$ cat src/rtl/sweep_ctrl.sv
// Triangle-sweep sequencer with an internal up/down counter: counts lo..hi..lo
// for a latched number of sweeps and reports busy/done/err as registered pulses.
module sweep_ctrl #(
  parameter int WIDTH   = 4,
  parameter int SWEEP_W = 4
) (
  input  logic               i_clk,
  input  logic               i_rst,
  input  logic               i_start,
  input  logic               i_abort,
  input  logic [WIDTH-1:0]   i_lo,
  input  logic [WIDTH-1:0]   i_hi,
  input  logic [SWEEP_W-1:0] i_sweeps,
  output logic [WIDTH-1:0]   o_cnt,
  output logic               o_mode,
  output logic               o_busy,
  output logic               o_done,
  output logic               o_err,
  output logic [1:0]         o_state
);

  // Handshake: i_start is a level request honoured only in IDLE (o_busy low);
  // i_abort is honoured only while o_busy is high. Neither is acknowledged
  // beyond o_busy rising (accepted), o_err pulsing (rejected) or o_busy falling.
  typedef enum logic [1:0] {
    IDLE = 2'd0,
    UP   = 2'd1,
    DOWN = 2'd2,
    DONE = 2'd3
  } state_t;

  state_t             state_q, state_d;
  logic [WIDTH-1:0]   lo_q, lo_d, hi_q, hi_d, cnt_d;
  logic [SWEEP_W-1:0] left_q, left_d;
  logic               mode_d, busy_d, done_d, err_d;

  assign o_state = state_q;

  always_comb begin
    state_d = state_q;
    lo_d    = lo_q;
    hi_d    = hi_q;
    left_d  = left_q;
    cnt_d   = o_cnt;
    mode_d  = o_mode;
    busy_d  = o_busy;
    done_d  = 1'b0;
    err_d   = 1'b0;
    case (state_q)
      IDLE: begin
        if (i_start) begin
          if (i_lo >= i_hi || i_sweeps == '0) begin
            err_d = 1'b1;
          end else begin
            lo_d    = i_lo;
            hi_d    = i_hi;
            left_d  = i_sweeps;
            cnt_d   = i_lo;
            mode_d  = 1'b0;
            busy_d  = 1'b1;
            state_d = UP;
          end
        end
      end
      UP: begin
        if (i_abort) begin
          busy_d  = 1'b0;
          state_d = IDLE;
        end else if (o_cnt != hi_q) begin
          cnt_d = o_cnt + 1'b1;
        end else begin
          cnt_d   = hi_q - 1'b1;
          mode_d  = 1'b1;
          state_d = DOWN;
        end
      end
      DOWN: begin
        if (i_abort) begin
          busy_d  = 1'b0;
          state_d = IDLE;
        end else if (o_cnt != lo_q) begin
          cnt_d = o_cnt - 1'b1;
        end else if (left_q > SWEEP_W'(1)) begin
          // The turnaround lo is shared with the next sweep, so it appears once.
          left_d  = left_q - 1'b1;
          cnt_d   = lo_q + 1'b1;
          mode_d  = 1'b0;
          state_d = UP;
        end else begin
          busy_d  = 1'b0;
          done_d  = 1'b1;
          state_d = DONE;
        end
      end
      DONE: begin
        state_d = IDLE;
      end
      default: begin
        state_d = IDLE;
      end
    endcase
  end

  always_ff @(posedge i_clk) begin
    if (i_rst) begin
      state_q <= IDLE;
      lo_q    <= '0;
      hi_q    <= '0;
      left_q  <= '0;
      o_cnt   <= '0;
      o_mode  <= 1'b0;
      o_busy  <= 1'b0;
      o_done  <= 1'b0;
      o_err   <= 1'b0;
    end else begin
      state_q <= state_d;
      lo_q    <= lo_d;
      hi_q    <= hi_d;
      left_q  <= left_d;
      o_cnt   <= cnt_d;
      o_mode  <= mode_d;
      o_busy  <= busy_d;
      o_done  <= done_d;
      o_err   <= err_d;
    end
  end

endmodule

$ cat config.mk
export PLATFORM = sky130hd
export DESIGN_NAME = sweep_ctrl
export DESIGN_NICKNAME = d
export VERILOG_FILES = /design/src/rtl/sweep_ctrl.sv
export SDC_FILE = /design/constraint.sdc
export NUM_CORES = 1
export LEC_CHECK = 0
export CAP_MARGIN = 20
export CORE_ASPECT_RATIO = 0.8
export CORE_MARGIN = 10
export CORE_UTILIZATION = 28
export CTS_CLUSTER_SIZE = 40
export DETAILED_ROUTE_END_ITERATION = 6
export SLEW_MARGIN = 20
export SYNTH_ARGS = -nofsm -noshare
export SYNTH_HDL_FRONTEND = slang
export SYNTH_SLANG_ARGS = --single-unit
$ cat constraint.sdc
create_clock -name i_clk -period 2.64 [get_ports i_clk]
set_input_delay 0.528 -clock i_clk [delete_from_list [all_inputs] [get_ports i_clk]]
set_output_delay 0.528 -clock i_clk [all_outputs]
set_load 0.05 [all_outputs]
==> flow_summary.html <==
<table>
<tr><th>Metric</th><th>Value</th></tr>
<tr><th colspan="2">Clock network</th></tr>
<tr><td>Deepest clock path buffer count</td><td>2</td></tr>
<tr><td>Insertion delay to the later sink of the worst-skew pair</td><td>270 ps</td></tr>
<tr><td>Number of clock buffers inserted by TritonCTS</td><td>3</td></tr>
<tr><td>Clock transition at the registers of the reported paths</td><td>90 ps</td></tr>
<tr><td>Number of sinks driven by the clock tree</td><td>22</td></tr>
<tr><td>Root Buffer</td><td>sky130_fd_sc_hd__clkbuf_8</td></tr>
<tr><td>Hold-fix buffer count after cts</td><td>0</td></tr>
<tr><td>TritonCTS clock tree</td><td>yes</td></tr>
<tr><td>Deepest level of the CTS H-tree</td><td>1</td></tr>
<tr><td>Post-CTS repair timing setup buffer count</td><td>0</td></tr>
<tr><th colspan="2">Route</th></tr>
<tr><td>Total wirelength of the detailed-routed design</td><td>4.468 mm</td></tr>
<tr><td>Number of detailed-route iterations in the first pass</td><td>4</td></tr>
<tr><td>Number of DRC violations after detailed routing</td><td>0</td></tr>
<tr><td>Iter 0 DRT Violations</td><td>68</td></tr>
<tr><td>Detail-routed via count per cell</td><td>4.812</td></tr>
<tr><td>Antenna Nets Post-Route</td><td>0</td></tr>
<tr><td>Number of vias in the routed layout</td><td>1,506</td></tr>
<tr><td>Routed length per placed instance</td><td>14.27 um</td></tr>
<tr><th colspan="2">Power and ir drop</th></tr>
<tr><td>Total Power Consumption</td><td>approximately 0.002 W</td></tr>
<tr><td>Sw frac</td><td>0.4298</td></tr>
<tr><td>Standby leakage power</td><td>between 0.9 and 1 nW</td></tr>
<tr><td>Worst ir drop on vdd</td><td>0.2706 mV</td></tr>
<tr><td>Net Sw Power</td><td>~0.00086 W</td></tr>
<tr><td>Power per standard cell area</td><td>884.0 nW/um2</td></tr>
<tr><td>Internal power contribution</td><td>approximately 0.0011 W</td></tr>
<tr><td>Clock Power Share</td><td>0.164</td></tr>
<tr><td>Combinational Power Share</td><td>0.596</td></tr>
<tr><td>Part of the power in registers</td><td>0.240</td></tr>
<tr><th colspan="2">Cells and area</th></tr>
<tr><td>Diode insertion count for antenna repair</td><td>0</td></tr>
<tr><td>Finished Cell Area</td><td>~2300 um2</td></tr>
<tr><td>Area occupied by registers</td><td>440.4 um2</td></tr>
<tr><td>Proportion of layout cells with a drive suffix above 1</td><td>0.1638</td></tr>
<tr><td>Final core utilization</td><td>0.3817</td></tr>
<tr><td>Fill count</td><td>626</td></tr>
<tr><td>Post-layout net count</td><td>263</td></tr>
<tr><td>Area growth from synthesis to final layout</td><td>31.28%</td></tr>
<tr><td>Area occupied by multi-input gates</td><td>1151 um2</td></tr>
<tr><th colspan="2">Logic synthesis</th></tr>
<tr><td>Avg Cell Area, Syn</td><td>8.953 um2</td></tr>
<tr><td>Leading post-synthesis cells by cell area</td><td>sky130_fd_sc_hd__dfxtp_1, sky130_fd_sc_hd__ha_1, sky130_fd_sc_hd__mux2i_1</td></tr>
<tr><td>Fraction of synthesis flops using an asynchronous set or reset pin</td><td>0</td></tr>
<tr><td>Cells after synthesis</td><td>193</td></tr>
<tr><td>Top cell type by total area after synthesis</td><td>sky130_fd_sc_hd__dfxtp_1</td></tr>
<tr><td>Synthesized netlist net count</td><td>223</td></tr>
<tr><td>Warnings, synthesis</td><td>0</td></tr>
<tr><td>Part of the Yosys area used for sequential elements</td><td>0.2549</td></tr>
<tr><td>Flop and latch count out of synthesis</td><td>22</td></tr>
<tr><td>Unique masters post-synth</td><td>51</td></tr>
<tr><td>Count of flip-flops with a built-in enable after synthesis</td><td>0</td></tr>
<tr><td>Most frequently used flop master after synthesis</td><td>sky130_fd_sc_hd__dfxtp_1</td></tr>
<tr><td>Syn Std Cell Area</td><td>1728 um2</td></tr>
<tr><td>Fraction of post-synthesis cell area in the top cell type by area</td><td>0.2549</td></tr>
<tr><th colspan="2">Placement</th></tr>
<tr><td>Placed wire-length estimate</td><td>3.600 mm</td></tr>
<tr><td>Placed cell area</td><td>2196 um2</td></tr>
<tr><td>Worst slack at placement</td><td>-150.6 ps</td></tr>
<tr><td>GP Congestion</td><td>about 0.86</td></tr>
<tr><td>Port bufs</td><td>25</td></tr>
<tr><th colspan="2">Setup path</th></tr>
<tr><td>Critical path class</td><td>primary input to flip-flop</td></tr>
<tr><td>CP max FO</td><td>4</td></tr>
<tr><td>Crit path launch type</td><td>primary input</td></tr>
<tr><td>Data arrival time of the critical path</td><td>2670 ps</td></tr>
<tr><td>Setup slack, reg-to-reg</td><td>approximately 320 ps</td></tr>
<tr><td>Worst EP required</td><td>2810 ps</td></tr>
<tr><td>Critical Path Sink Type</td><td>flip-flop</td></tr>
<tr><th colspan="2">Global route</th></tr>
<tr><td>GR met3 Demand/Resource</td><td>0.02924</td></tr>
<tr><td>GR Layer Usage met2</td><td>0.1258</td></tr>
<tr><td>GR Overflow Total</td><td>0</td></tr>
<tr><td>Pin count of the biggest net entering global routing</td><td>16</td></tr>
<tr><td>GRT Resource Usage Total</td><td>0.09389</td></tr>
<tr><td>Most congested layer reported by global routing</td><td>met1</td></tr>
<tr><td>Global-route wire length before repair</td><td>7.576 mm</td></tr>
<tr><td>Met1 Track Usage GR</td><td>0.1407</td></tr>
<tr><td>Vias in the first global route</td><td>1,507</td></tr>
<tr><td>Antenna violations before repair</td><td>0</td></tr>
<tr><th colspan="2">STA</th></tr>
<tr><td>Sum of negative setup slack</td><td>0 ps</td></tr>
<tr><td>Worst-margin pin slew</td><td>590.3 ps</td></tr>
<tr><td>Fraction of the cycle the final worst path needs</td><td>0.9477</td></tr>
<tr><td>Final setup skew</td><td>5.279 ps</td></tr>
<tr><td>Final number of setup-violating endpoints</td><td>0</td></tr>
<tr><td>Final worst setup slack</td><td>138.0 ps</td></tr>
<tr><td>Relative slew margins</td><td>0.6032</td></tr>
<tr><td>Time the final worst path needs with I/O delays and setup</td><td>2502 ps</td></tr>
<tr><td>Max Fclk</td><td>399.7 MHz</td></tr>
<tr><td>Number of hold-slack violations in the final timing report</td><td>0</td></tr>
<tr><td>Final slew viol count</td><td>0</td></tr>
<tr><th colspan="2">Die</th></tr>
<tr><td>Die extent in y</td><td>around 90 um</td></tr>
<tr><td>Number of rows in the core area</td><td>25</td></tr>
<tr><td>Overall die width</td><td>107.8 um</td></tr>
<tr><td>Floorplan core area</td><td>5943 um2</td></tr>
<tr><td>Boundary pin count</td><td>26</td></tr>
<tr><td>Starting utilization of the core area</td><td>0.2907</td></tr>
<tr><td>DIE AREA</td><td>9733 um2</td></tr>
<tr><th colspan="2">Status</th></tr>
<tr><td>Status</td><td>finished clean</td></tr>
<tr><th colspan="2">Worst hold path</th></tr>
<tr><td>Path category of the worst min-delay check</td><td>flip-flop to flip-flop</td></tr>
<tr><th colspan="2">Flow run</th></tr>
<tr><td>Number of violations of the max-capacitance limit</td><td>0</td></tr>
</table>
==> layer usage <==
| layer | vias up | routed length (um) |
|---|---|---|
| li1 | 780 | - |
| met4 | 0 | 25 |
| met2 | 33 | 1714 |
| met1 | 691 | 2485 |
| met3 | 2 | 242 |
| met5 | - | 0 |
==> timing repair <==
| item | 4_1_cts | 5_1_grt |
|---|---|---|
| gates resized for setup | 0 | 1 |
| setup endpoints to repair | 0 | 1 |
| endpoints found under the hold margin | 0 | 0 |
==> layout make-up <==
type                       count  area share
clock buffer                   3     0.01820
clock inverter                 1     0.01324
inverter                      19     0.03144
multi-input combinational    141      0.5074
sequential                    22      0.1942
tap                           81     0.04468
timing repair buffer          46      0.1908
==> path summary, 6_finish.rpt <==
| path | end | from | depth (start not counted) |
|---|---|---|---|
| setup reg to reg | o_cnt[2] | o_state[0] | 7 |
| hold / removal | left_q[3] | left_q[3] | 2 |
| hold reg to reg | left_q[3] | left_q[3] | 2 |
| setup / recovery | left_q[0] | i_lo[0] | 8 |
==> flip-flops by register name, summed over array words and instances (netlist names) <==
signal and cells:
o_cnt 4, hi_q 4, o_mode 1, left_q 4
lo_q 4, o_busy 1, o_done 1, o_state 2
o_err 1
==> logic make-up (layout without fill, tap and decap cells) <==
group           Yosys count  after routing  synth area share
flops                    22             22            0.2549
mux                      14             14           0.08907
simple gates             53             53            0.1731
xor+xnor                 16             16           0.09197
compound gates           44             44            0.2100
fa+ha+maj                14             14            0.1014
buf+inv                  30             69           0.07965
==> per-stage QoR <==
step	hold slack (ps)	cells
after floorplan	451.6	193
after global placement	479.2	309
after detailed placement	479.5	309
after CTS	494.3	313
after global routing	519.6	313
final	496.7	313
==> Yosys cell counts, drive strengths merged, types with 6 or more instances <==
cell type,count
mux2i,13
nor2,19
a21oi,8
o41ai,6
dfxtp,22
xor2,10
clkbuf,6
ha,14
inv,19
xnor2,6
nand2,10
==> critical path, stage by stage <==
cell	delay [ps]
sky130_fd_sc_hd__clkdlybuf4s50_1	480
sky130_fd_sc_hd__inv_1	70
sky130_fd_sc_hd__ha_1	300
sky130_fd_sc_hd__nor2_1	110
sky130_fd_sc_hd__a21oi_1	150
sky130_fd_sc_hd__o31a_1	370
sky130_fd_sc_hd__or3_4	350
sky130_fd_sc_hd__o311a_1	320
==> cells in the final DEF, fill, tap and decap left out, types with 3 or more instances in the layout <==
| cell type | instances |
|---|---|
| sky130_fd_sc_hd__clkdlybuf4s50_1 | 25 |
| sky130_fd_sc_hd__dfxtp_1 | 22 |
| sky130_fd_sc_hd__inv_1 | 19 |
| sky130_fd_sc_hd__nor2_1 | 19 |
| sky130_fd_sc_hd__buf_4 | 19 |
| sky130_fd_sc_hd__ha_1 | 14 |
| sky130_fd_sc_hd__mux2i_1 | 12 |
| sky130_fd_sc_hd__nand2_1 | 10 |
| sky130_fd_sc_hd__xor2_1 | 9 |
| sky130_fd_sc_hd__a21oi_1 | 8 |
| sky130_fd_sc_hd__xnor2_1 | 6 |
| sky130_fd_sc_hd__o211ai_1 | 4 |
| sky130_fd_sc_hd__o41ai_1 | 4 |
| sky130_fd_sc_hd__nor3_1 | 4 |
| sky130_fd_sc_hd__nor2b_1 | 3 |
| sky130_fd_sc_hd__nor4_1 | 3 |
| sky130_fd_sc_hd__clkbuf_8 | 3 |
==> power by group through the flow <==
stage / Combinational, W / Clock, W / Sequential, W
2_1_floorplan: 0.000792 / 0 / 0.000579
3_3_place_gp: 0.00119 / 0 / 0.000489
3_5_place_dp: 0.00119 / 0 / 0.000490
4_1_cts: 0.00120 / 0.000333 / 0.000483
5_1_grt: 0.00130 / 0.000353 / 0.000496
6_report: 0.00119 / 0.000329 / 0.000482
No activity file was read; power rests on OpenSTA's default activity.
